$ cat src/rtl/vga_timing_monitor.sv
// vga_timing_monitor: recovers active-pixel x/y from VGA sync/DE samples,
// measures line and frame periods, and declares lock after stable frames.
module vga_timing_monitor #(
   parameter int H_ACTIVE    = 640,
   parameter int H_TOTAL     = 800,
   parameter int V_ACTIVE    = 480,
   parameter int V_TOTAL     = 525,
   parameter int LOCK_FRAMES = 2
) (
   input  logic       clk,
   input  logic       reset,
   input  logic       pclk,
   input  logic       h_sync,
   input  logic       v_sync,
   input  logic       DE,
   output logic       pix_valid,
   output logic [9:0] x_pixel,
   output logic [9:0] y_pixel,
   output logic       line_start,
   output logic       frame_start,
   output logic [9:0] h_total,
   output logic [9:0] v_total,
   output logic       locked,
   output logic       timing_err
);
   localparam logic [9:0] MAX = 10'd1023;

   typedef enum logic [1:0] {SEARCH, CHECK, LOCK} state_t;

   state_t     state, state_nx;
   logic [2:0] good, good_nx;
   logic       h_q, v_q, de_q, frame_bad;
   logic [9:0] h_cnt, v_cnt, x_cnt, y_cnt, de_run;
   logic [9:0] v_lines, y_lines;
   logic       h_edge, v_edge, de_fall, line_ok, frame_ok, err;

   // v_lines/y_lines include this tick's line and DE line, so a frame closed
   // on the same tick as a line sees that line counted.
   always_comb begin
      h_edge   = h_q & ~h_sync;
      v_edge   = v_q & ~v_sync;
      de_fall  = de_q & ~DE;
      v_lines  = (h_edge && v_cnt != MAX) ? v_cnt + 10'd1 : v_cnt;
      y_lines  = (de_fall && y_cnt != MAX) ? y_cnt + 10'd1 : y_cnt;
      line_ok  = h_cnt != MAX && h_cnt == 10'(H_TOTAL - 1) && de_run != MAX &&
                 (de_run == 10'(H_ACTIVE) || de_run == '0);
      frame_ok = v_lines != MAX && v_lines == 10'(V_TOTAL) && y_lines != MAX &&
                 y_lines == 10'(V_ACTIVE) && !frame_bad && !(h_edge && !line_ok);
   end

   always_comb begin
      state_nx = state;
      good_nx  = good;
      err      = 1'b0;
      if (pclk) begin
         case (state)
            SEARCH: state_nx = v_edge ? CHECK : SEARCH;
            CHECK: if (v_edge) begin
               good_nx  = frame_ok ? good + 3'd1 : '0;
               state_nx = (frame_ok && good + 3'd1 == 3'(LOCK_FRAMES)) ? LOCK : CHECK;
            end
            default: if ((h_edge && !line_ok) || (v_edge && !frame_ok)) begin
               err      = 1'b1;
               state_nx = CHECK;
               good_nx  = '0;
            end
         endcase
      end
   end

   always_ff @(posedge clk) begin
      if (!reset) begin
         state       <= SEARCH;
         good        <= '0;
         h_q         <= 1'b1;
         v_q         <= 1'b1;
         de_q        <= 1'b0;
         frame_bad   <= 1'b0;
         h_cnt       <= '0;
         v_cnt       <= '0;
         x_cnt       <= '0;
         y_cnt       <= '0;
         de_run      <= '0;
         pix_valid   <= 1'b0;
         x_pixel     <= '0;
         y_pixel     <= '0;
         line_start  <= 1'b0;
         frame_start <= 1'b0;
         h_total     <= '0;
         v_total     <= '0;
         locked      <= 1'b0;
         timing_err  <= 1'b0;
      end else begin
         state       <= state_nx;
         good        <= good_nx;
         pix_valid   <= pclk & DE;
         line_start  <= pclk & h_edge;
         frame_start <= pclk & v_edge;
         timing_err  <= err;
         locked      <= state_nx == LOCK;
         if (pclk) begin
            h_q       <= h_sync;
            v_q       <= v_sync;
            de_q      <= DE;
            h_cnt     <= h_edge ? '0 : (h_cnt == MAX ? MAX : h_cnt + 10'd1);
            de_run    <= h_edge ? {9'd0, DE} : ((DE && de_run != MAX) ? de_run + 10'd1 : de_run);
            v_cnt     <= v_edge ? '0 : v_lines;
            y_cnt     <= v_edge ? '0 : y_lines;
            x_cnt     <= de_fall ? '0 : (DE ? x_cnt + 10'd1 : x_cnt);
            frame_bad <= v_edge ? 1'b0 : frame_bad | (h_edge & ~line_ok);
            if (h_edge) h_total <= h_cnt == MAX ? MAX : h_cnt + 10'd1;
            if (v_edge) v_total <= v_lines;
            if (DE) begin
               x_pixel <= x_cnt;
               y_pixel <= y_cnt;
            end
         end
      end
   end
endmodule

$ cat config.mk
export PLATFORM = sky130hd
export DESIGN_NAME = vga_timing_monitor
export DESIGN_NICKNAME = d
export VERILOG_FILES = /design/src/rtl/vga_timing_monitor.sv
export SDC_FILE = /design/constraint.sdc
export NUM_CORES = 1
export LEC_CHECK = 0
export BUFFER_PORTS_ARGS = -buffer_cell sky130_fd_sc_hd__buf_4
export CORE_MARGIN = 3
export CORE_UTILIZATION = 50
export CTS_BUF_LIST = sky130_fd_sc_hd__clkbuf_4
export DETAILED_ROUTE_END_ITERATION = 8
export PLACE_DENSITY = 0.79
export SETUP_SLACK_MARGIN = 0.2
export SYNTH_ARGS = -nofsm -noshare
export SYNTH_HDL_FRONTEND = slang
export SYNTH_SLANG_ARGS = --single-unit
$ cat constraint.sdc
create_clock -name clk -period 5.72 [get_ports clk]
set_input_delay 1.144 -clock clk [delete_from_list [all_inputs] [get_ports clk]]
set_output_delay 1.144 -clock clk [all_outputs]
set_load 0.02 [all_outputs]
==> flow_summary.ini, run 1 <==
[min_path]
hp-start = v_total[0]
hold_depth = 2
holdCritPathClass = flop to flop
min_delay_worst_endpoint = v_total[0]

[synth]
synth.net_count = 622
synth-seq-area-share_pct = 40.4
syn_avg_cell_area_sq_um = 8.47
post_synth_instance_area_sq_um = 5150
synthesis.yosys.warnings = 0
synth_enable_flop_cells = 0
synth-async-reset-ratio_pct = 0
synthesized_instance_count = 608
yosysUniqueCellTypes = 70
yosys_register_bits = 104
ys_dominant_reg_cell = sky130_fd_sc_hd__dfxtp_1

[grt]
grt_pass1_wl_mm = 20.6
vias_in_the_first_global_route = 4334
grt_antenna_before_repair = 0
grt-ovfl-total = 0
track_usage_pct = 21.6
largest_net_degree_at_the_start_of_global_routing = 55

[die]
top_level_ports = 51
floorplan.initialDensity_pct = 52.0
die-area_sq_um = 11600
die_h_um = 107
cell_row_count = 36
dieWidth_um = 107
coreArea_sq_um = 9910

[critical_path]
timing.critical_path.required_ns = 6.09
worst-path-max-fanout = 11
worst_setup_path_start_kind = input port
reg2regPathDepth = 7
critical_path_buf_inv_count = 1
timing.critical_path.arrival_ns = 3.74
crit_chain = buf_4 -> nor2b_1 -> and3_4 -> a31oi_1 -> nor4_1 -> nand4_1 -> or4_1 -> mux2i_1
crit_type = input port to flop
reg2reg_from = h_q
setup_slack_on_the_worst_flop_to_flop_path_ns = 2.75
crit_slowest_cell = sky130_fd_sc_hd__nor2b_1
critical_path_cell_count = 8
critPathCaptureType = flop
crit_family = simple AND/OR/NAND/NOR gates
crit-reg2reg-capture = good[1]
max_stage_delay_ns = 0.64

[cells_and_area]
nets = 645
diodes = 0
area.growth.synth_to_final_pct = 9.21
layout.cells.most_common = sky130_fd_sc_hd__dfxtp_1
final_cell_mix = sky130_fd_sc_hd__dfxtp_1, sky130_fd_sc_hd__nand2_1, sky130_fd_sc_hd__o21ai_0
layout_cell_share_with_drive_strength_beyond_1_pct = 13.2

[clocking]
cts_root_buf = sky130_fd_sc_hd__clkbuf_4
post_cts_resize_count = 0
clock_tree_sinks = 104
post-cts-setup-buffers = 0
insertion_delay_ns = 0.44
clk_pin_slew_worst_paths_ns = 0.15
cts_tree = done
cts-htree-levels = 3
cts-root-to-sink-buffers = 2
cts-hold-fix-buffers = 0
numCtsBuffers = 9

[route]
finalWirelength_mm = 12.1
route.detailed.drc = 0
wl_per_cell_um = 15.8
detailedRoute.firstIterationViolations = 301
drt-vias-per-instance = 5.86
antenna_left = 0
dr_total_vias = 4498
drtPass1Iterations = 5

[sta]
final.period_utilization_pct = 58.9
max_slew_margin_pct = 28.9
slew_viol_final = 0
worst_slew_pin_slew_ns = 1.06
grt_setup_unrepaired = no
setup_tns_ns = 0
setup-violations-final = 0
max_freq_mhz = 297
finalHoldViolCount = 0
timing.clock.skew_ns = 0.0153
post-route-min-period_ns = 3.37
setup_ws_ns = 2.35

[pwr]
power.leakage_nw = 2.12
vdd_ir_drop_max_mv = 0.109
p_per_area_nw_per_um2 = 211

[place]
dpl.hpwl_mm = 8.56
pre_cts_slack_ns = 1.95
place.gp.congestion = 0.883
port_buffers = 50

[outcome]
run_status = finished, final reports clean

[run]
timing.max_cap.violations = 0
## cells by family after synthesis
family                     after synthesis  synth area share, %
DFF                                    104                 40.4
muxes                                    9                 1.75
xor gates and xnor gates                20                 3.40
AOI/OAI and AO/OA                      172                 22.7
buffers and inverters                   54                 4.93
and+or+nand+nor                        241                 24.8
adders and majority gates                8                 1.94
## power by group
group	internal [W]	total, W	switching (W)
clock	0.000133	0.000363	0.000230
combinational	0.0000281	0.0000866	0.0000584
sequential	0.000732	0.000738	0.00000642
total	0.000893	0.00119	0.000295
## routing by layer
metal / wire length, um / vias up / GRT usage [%]
met5: 0 / - / 0
met4: 112 / 0 / 4.69
met3: 752 / 10 / 5.10
met2: 5670 / 130 / 35.3
met1: 5550 / 2139 / 29.1
li1: - / 2219 / -
## per-stage QoR
stage | hold WS [ns] | cell area, sq um | cells | total power, W | utilization (%)
final | 0.471 | 5620 | 767 | 0.00119 | 56.7
after detailed placement | 0.446 | 5500 | 753 | 0.000840 | 55.5
after global placement | 0.436 | 5500 | 753 | 0.000838 | 55.5
after floorplan | 0.451 | 5150 | 608 | 0.000815 | -
after CTS | 0.476 | 5620 | 767 | 0.00120 | 56.7
after global routing | 0.496 | 5620 | 767 | 0.00123 | 56.7
## synthesized netlist by cell type (all sizes together), types with 2 or more instances
library cell | instances | share of area (%)
or3 | 2 | 0.24
nor2b | 12 | 1.5
a22o | 16 | 2.8
a31oi | 11 | 1.6
clkbuf | 25 | 1.8
or4 | 2 | 0.36
nor2 | 25 | 1.8
a211oi | 2 | 0.29
nor3 | 6 | 0.58
and4 | 5 | 0.92
xor2 | 8 | 1.4
nand4 | 17 | 2.4
o211ai | 5 | 0.73
a21boi | 26 | 3.8
buf | 14 | 2.0
nand3 | 26 | 2.7
xnor2 | 12 | 2.0
nand2 | 94 | 7.0
inv | 15 | 1.1
mux2i | 9 | 1.7
a41o | 2 | 0.41
o31ai | 3 | 0.44
and2 | 16 | 1.9
a41oi | 3 | 0.51
nand2b | 8 | 0.97
o21a | 2 | 0.29
a21oi | 15 | 1.5
a31o | 2 | 0.34
and3 | 12 | 1.6
o21ai | 63 | 6.2
nor4 | 7 | 0.97
a22oi | 4 | 0.58
a21o | 7 | 1.0
dfxtp | 104 | 40
ha | 8 | 1.9
nand4b | 4 | 0.97
## registers in the layout, summed over array words and instances (netlist names), 2 cells and up
| signal | flops |
|---|---|
| x_pixel | 10 |
| state | 2 |
| y_cnt | 10 |
| good | 3 |
| v_cnt | 10 |
| v_total | 10 |
| de_run | 10 |
| h_cnt | 10 |
| y_pixel | 10 |
| x_cnt | 10 |
| h_total | 10 |
## final cells by class
| class | instances | area [sq um] |
|---|---|---|
| timing repair buffer | 51 | 383 |
| tap | 133 | 166 |
| sequential | 104 | 2080 |
| inverter | 15 | 56.3 |
| fill | 900 | 4290 |
| clock inverter | 4 | 47.5 |
| multi-input combinational | 450 | 2810 |
| clock buffer | 10 | 75.1 |
## worst register-to-register path: stages (launching register included)
cell                      delay (ns)
sky130_fd_sc_hd__dfxtp_1        0.40
sky130_fd_sc_hd__nor2b_1        0.68
sky130_fd_sc_hd__and3_4         0.34
sky130_fd_sc_hd__a31oi_1        0.17
sky130_fd_sc_hd__nor4_1         0.38
sky130_fd_sc_hd__nand4_1        0.23
sky130_fd_sc_hd__or4_1          0.55
sky130_fd_sc_hd__mux2i_1        0.16
## worst max path at each step
stage          slack (ns)  startpoint  endpoint
5_1_grt              2.30      h_sync   good[1]
6_report             2.35      h_sync   good[1]
4_1_cts              2.42      h_sync   good[1]
3_5_place_dp         1.95      h_sync   good[1]
3_3_place_gp         2.08      h_sync   good[1]
2_1_floorplan        2.61      h_sync   good[1]
(Power assumes the default switching activity.)
==> run 2, diff against run 1 <==
--- a/config.mk
+++ b/config.mk
@@ -5,12 +5,13 @@
 export SDC_FILE = /design/constraint.sdc
 export NUM_CORES = 1
 export LEC_CHECK = 0
+export ABC_AREA = 1
 export BUFFER_PORTS_ARGS = -buffer_cell sky130_fd_sc_hd__buf_4
 export CORE_MARGIN = 3
 export CORE_UTILIZATION = 50
 export CTS_BUF_LIST = sky130_fd_sc_hd__clkbuf_4
 export DETAILED_ROUTE_END_ITERATION = 8
-export PLACE_DENSITY = 0.79
+export PLACE_DENSITY = 0.82
 export SETUP_SLACK_MARGIN = 0.2
 export SYNTH_ARGS = -nofsm -noshare
 export SYNTH_HDL_FRONTEND = slang
==> constraint.sdc (replaced) <==
create_clock -name clk -period 2.97 [get_ports clk]
set_input_delay 0.594 -clock clk [delete_from_list [all_inputs] [get_ports clk]]
set_output_delay 0.594 -clock clk [all_outputs]
set_load 0.02 [all_outputs]
==> run 2 against run 1 <==
Compared with the run above:
- clock power grew 82%
- hold slack worse by 0.088 ns
- setup slack worse by 1.8 ns
- critical endpoint is now good[0]
- highest routed layer unchanged
==> flow_summary.ini, run 2 <==
[route]
met3_length_um = 638
antenna_left = 0
dr_total_vias = 4663
top_layer_used = met4
wl_per_cell_um = 13.0
finalWirelength_mm = 11.4
drtPass1Iterations = 6
detailedRoute.firstIterationViolations = 233
route.detailed.drc = 0
drt-vias-per-instance = 5.34
drt_met1_wl_mm = 5.17
met2RoutedLength_mm = 5.38

[sta]
timing.clock.skew_ns = 0.0283
post-route-min-period_ns = 2.46
finalHoldViolCount = 0
max_freq_mhz = 406
setup_ws_ns = 0.508
max_slew_margin_pct = 60.5
slew_viol_final = 0
fin_hold_ws_ns = 0.383
setup_tns_ns = 0
grt_setup_unrepaired = no
final.period_utilization_pct = 82.9
setup-violations-final = 0
worst_slew_pin_slew_ns = 0.589

[synth]
synth_top_cell_by_area = sky130_fd_sc_hd__dfxtp_1
synth_area_leaders = sky130_fd_sc_hd__dfxtp_1, sky130_fd_sc_hd__nand2_1, sky130_fd_sc_hd__inv_1, sky130_fd_sc_hd__o21ai_0, sky130_fd_sc_hd__nor2_1
syn_avg_cell_area_sq_um = 7.04
synthesized_instance_count = 694
synth-seq-area-share_pct = 42.6
yosysMostFrequentCell = sky130_fd_sc_hd__nand2_1
synth-async-reset-ratio_pct = 0
synth_top_cell_area_share_pct = 42.6
yosys_register_bits = 104
synthesis.yosys.warnings = 0
post_synth_instance_area_sq_um = 4890
synth_enable_flop_cells = 0
ys_dominant_reg_cell = sky130_fd_sc_hd__dfxtp_1
post_synth_most_frequent_cells = sky130_fd_sc_hd__nand2_1, sky130_fd_sc_hd__dfxtp_1, sky130_fd_sc_hd__inv_1
synth.net_count = 708
yosysUniqueCellTypes = 37

[cells_and_area]
final_cell_mix = sky130_fd_sc_hd__nand2_1, sky130_fd_sc_hd__dfxtp_1, sky130_fd_sc_hd__inv_1
layout.cells.most_common = sky130_fd_sc_hd__nand2_1
layout_cell_share_with_drive_strength_beyond_1_pct = 13.2
fillerInstances = 874
area.growth.synth_to_final_pct = 12.4
diodes = 0
finalInstanceArea_sq_um = 5490
final_cells = 874
nets = 754

[critical_path]
timing.critical_path.arrival_ns = 2.81
worst-path-max-fanout = 14
worst_setup_path_start_kind = flop
critPathCaptureType = flop
timing.critical_path.required_ns = 3.32
crit_type = flop to flop

[outcome]
run_status = finished, final reports clean

[die]
top_level_ports = 51
coreArea_sq_um = 9370
floorplan.initialDensity_pct = 52.1
die_h_um = 105
dieWidth_um = 105
cell_row_count = 35
die-area_sq_um = 11000

[grt]
vias_in_the_first_global_route = 4390
grt_antenna_before_repair = 0
largest_net_degree_at_the_start_of_global_routing = 34
track_usage_pct = 21.0
grt-ovfl-total = 0
grt_pass1_wl_mm = 19.5

[clocking]
cts-htree-levels = 3
post-cts-setup-buffers = 0
numCtsBuffers = 9
clock_tree_sinks = 104
cts-hold-fix-buffers = 0
insertion_delay_ns = 0.45
cts_root_buf = sky130_fd_sc_hd__clkbuf_4
cts_tree = done
cts-root-to-sink-buffers = 2
clk_pin_slew_worst_paths_ns = 0.18
post_cts_resize_count = 0

[pwr]
vdd_ir_drop_max_mv = 0.261
power.leakage_nw = 2.22
p_per_area_nw_per_um2 = 434

[min_path]
holdCritPathClass = input port to flop

[place]
dp_cells = 858
post_detailed_placement_cell_area_sq_um = 5370
dpl.hpwl_mm = 8.40
port_buffers = 50
pre_cts_slack_ns = 0.502
place.gp.congestion = 0.989

[run]
timing.max_cap.violations = 0
run 2: cell types whose count changed after synthesis, moves of 11 or more:
cell                       before  now
sky130_fd_sc_hd__and2_1        16    0
sky130_fd_sc_hd__a21oi_1       15   49
sky130_fd_sc_hd__nand2_1       93  145
sky130_fd_sc_hd__a22o_1        14    0
sky130_fd_sc_hd__a21boi_0      25    0
sky130_fd_sc_hd__nand3_1       24   41
sky130_fd_sc_hd__o22ai_1        1   24
sky130_fd_sc_hd__nor2b_1       12    0
sky130_fd_sc_hd__inv_1         15   91
sky130_fd_sc_hd__nor2_1        25   71
sky130_fd_sc_hd__nand2_2        0   11
run 2: logic make-up after synthesis:
logic type / synth area share, %
buf+inv: 9.32
flops: 42.6
fa+ha+maj: 2.05
simple gates: 28.5
xor+xnor: 0.717
compound gates: 16.8
run 2: path summary, 6_finish.rpt:
kind / from / to / slack (ns) / depth (start not counted)
hold reg to reg: x_cnt[9] / x_cnt[9] / 0.47 / 1
setup reg to reg: y_cnt[0] / good[0] / 0.51 / 18
hold / removal: h_sync / h_q / 0.38 / 3
setup / recovery: y_cnt[0] / good[0] / 0.51 / 18
run 2: worst max-delay path: stages, from the launching register on:
cell,delay [ns]
sky130_fd_sc_hd__dfxtp_1,0.47
sky130_fd_sc_hd__ha_1,0.25
sky130_fd_sc_hd__nand2_2,0.10
sky130_fd_sc_hd__nor2_2,0.11
sky130_fd_sc_hd__nand3_2,0.23
sky130_fd_sc_hd__nand2_1,0.19
sky130_fd_sc_hd__nand2_1,0.06
sky130_fd_sc_hd__nand2_1,0.10
sky130_fd_sc_hd__nand2_1,0.08
sky130_fd_sc_hd__nor2_1,0.08
sky130_fd_sc_hd__nand2_1,0.07
sky130_fd_sc_hd__nor2_2,0.12
sky130_fd_sc_hd__nand2_1,0.09
sky130_fd_sc_hd__nand2_2,0.08
sky130_fd_sc_hd__nand2_2,0.07
sky130_fd_sc_hd__nand3_4,0.09
sky130_fd_sc_hd__nand3_1,0.07
sky130_fd_sc_hd__nand2_1,0.06
sky130_fd_sc_hd__nor2_1,0.03
run 2: per-layer routing:
layer | global-route usage (%) | up-vias
li1 | - | 2389
met1 | 27.7 | 2084
met2 | 35.2 | 163
met3 | 3.40 | 27
met4 | 6.84 | 0
met5 | 0 | -
run 2: cell type report:
class / count / area, sq um / share of cell area, %
tap: 129 / 161 / 2.94
sequential: 104 / 2080 / 37.9
timing repair buffer: 56 / 420 / 7.66
clock buffer: 9 / 67.6 / 1.23
inverter: 95 / 357 / 6.49
clock inverter: 7 / 55.1 / 1.00
multi-input combinational: 474 / 2350 / 42.8
run 2: stage by stage:
step	total power (W)	utilization [%]
2_1_floorplan	0.00166	-
6_report	0.00239	58.6
3_5_place_dp	0.00175	57.3
3_3_place_gp	0.00175	57.3
5_1_grt	0.00250	58.6
4_1_cts	0.00241	58.6
run 2: report_power, final:
group          switching [W]  leakage, nW  internal (W)
registers          0.0000237        0.845       0.00144
clock network       0.000481       0.0581      0.000180
logic               0.000174         1.32     0.0000905
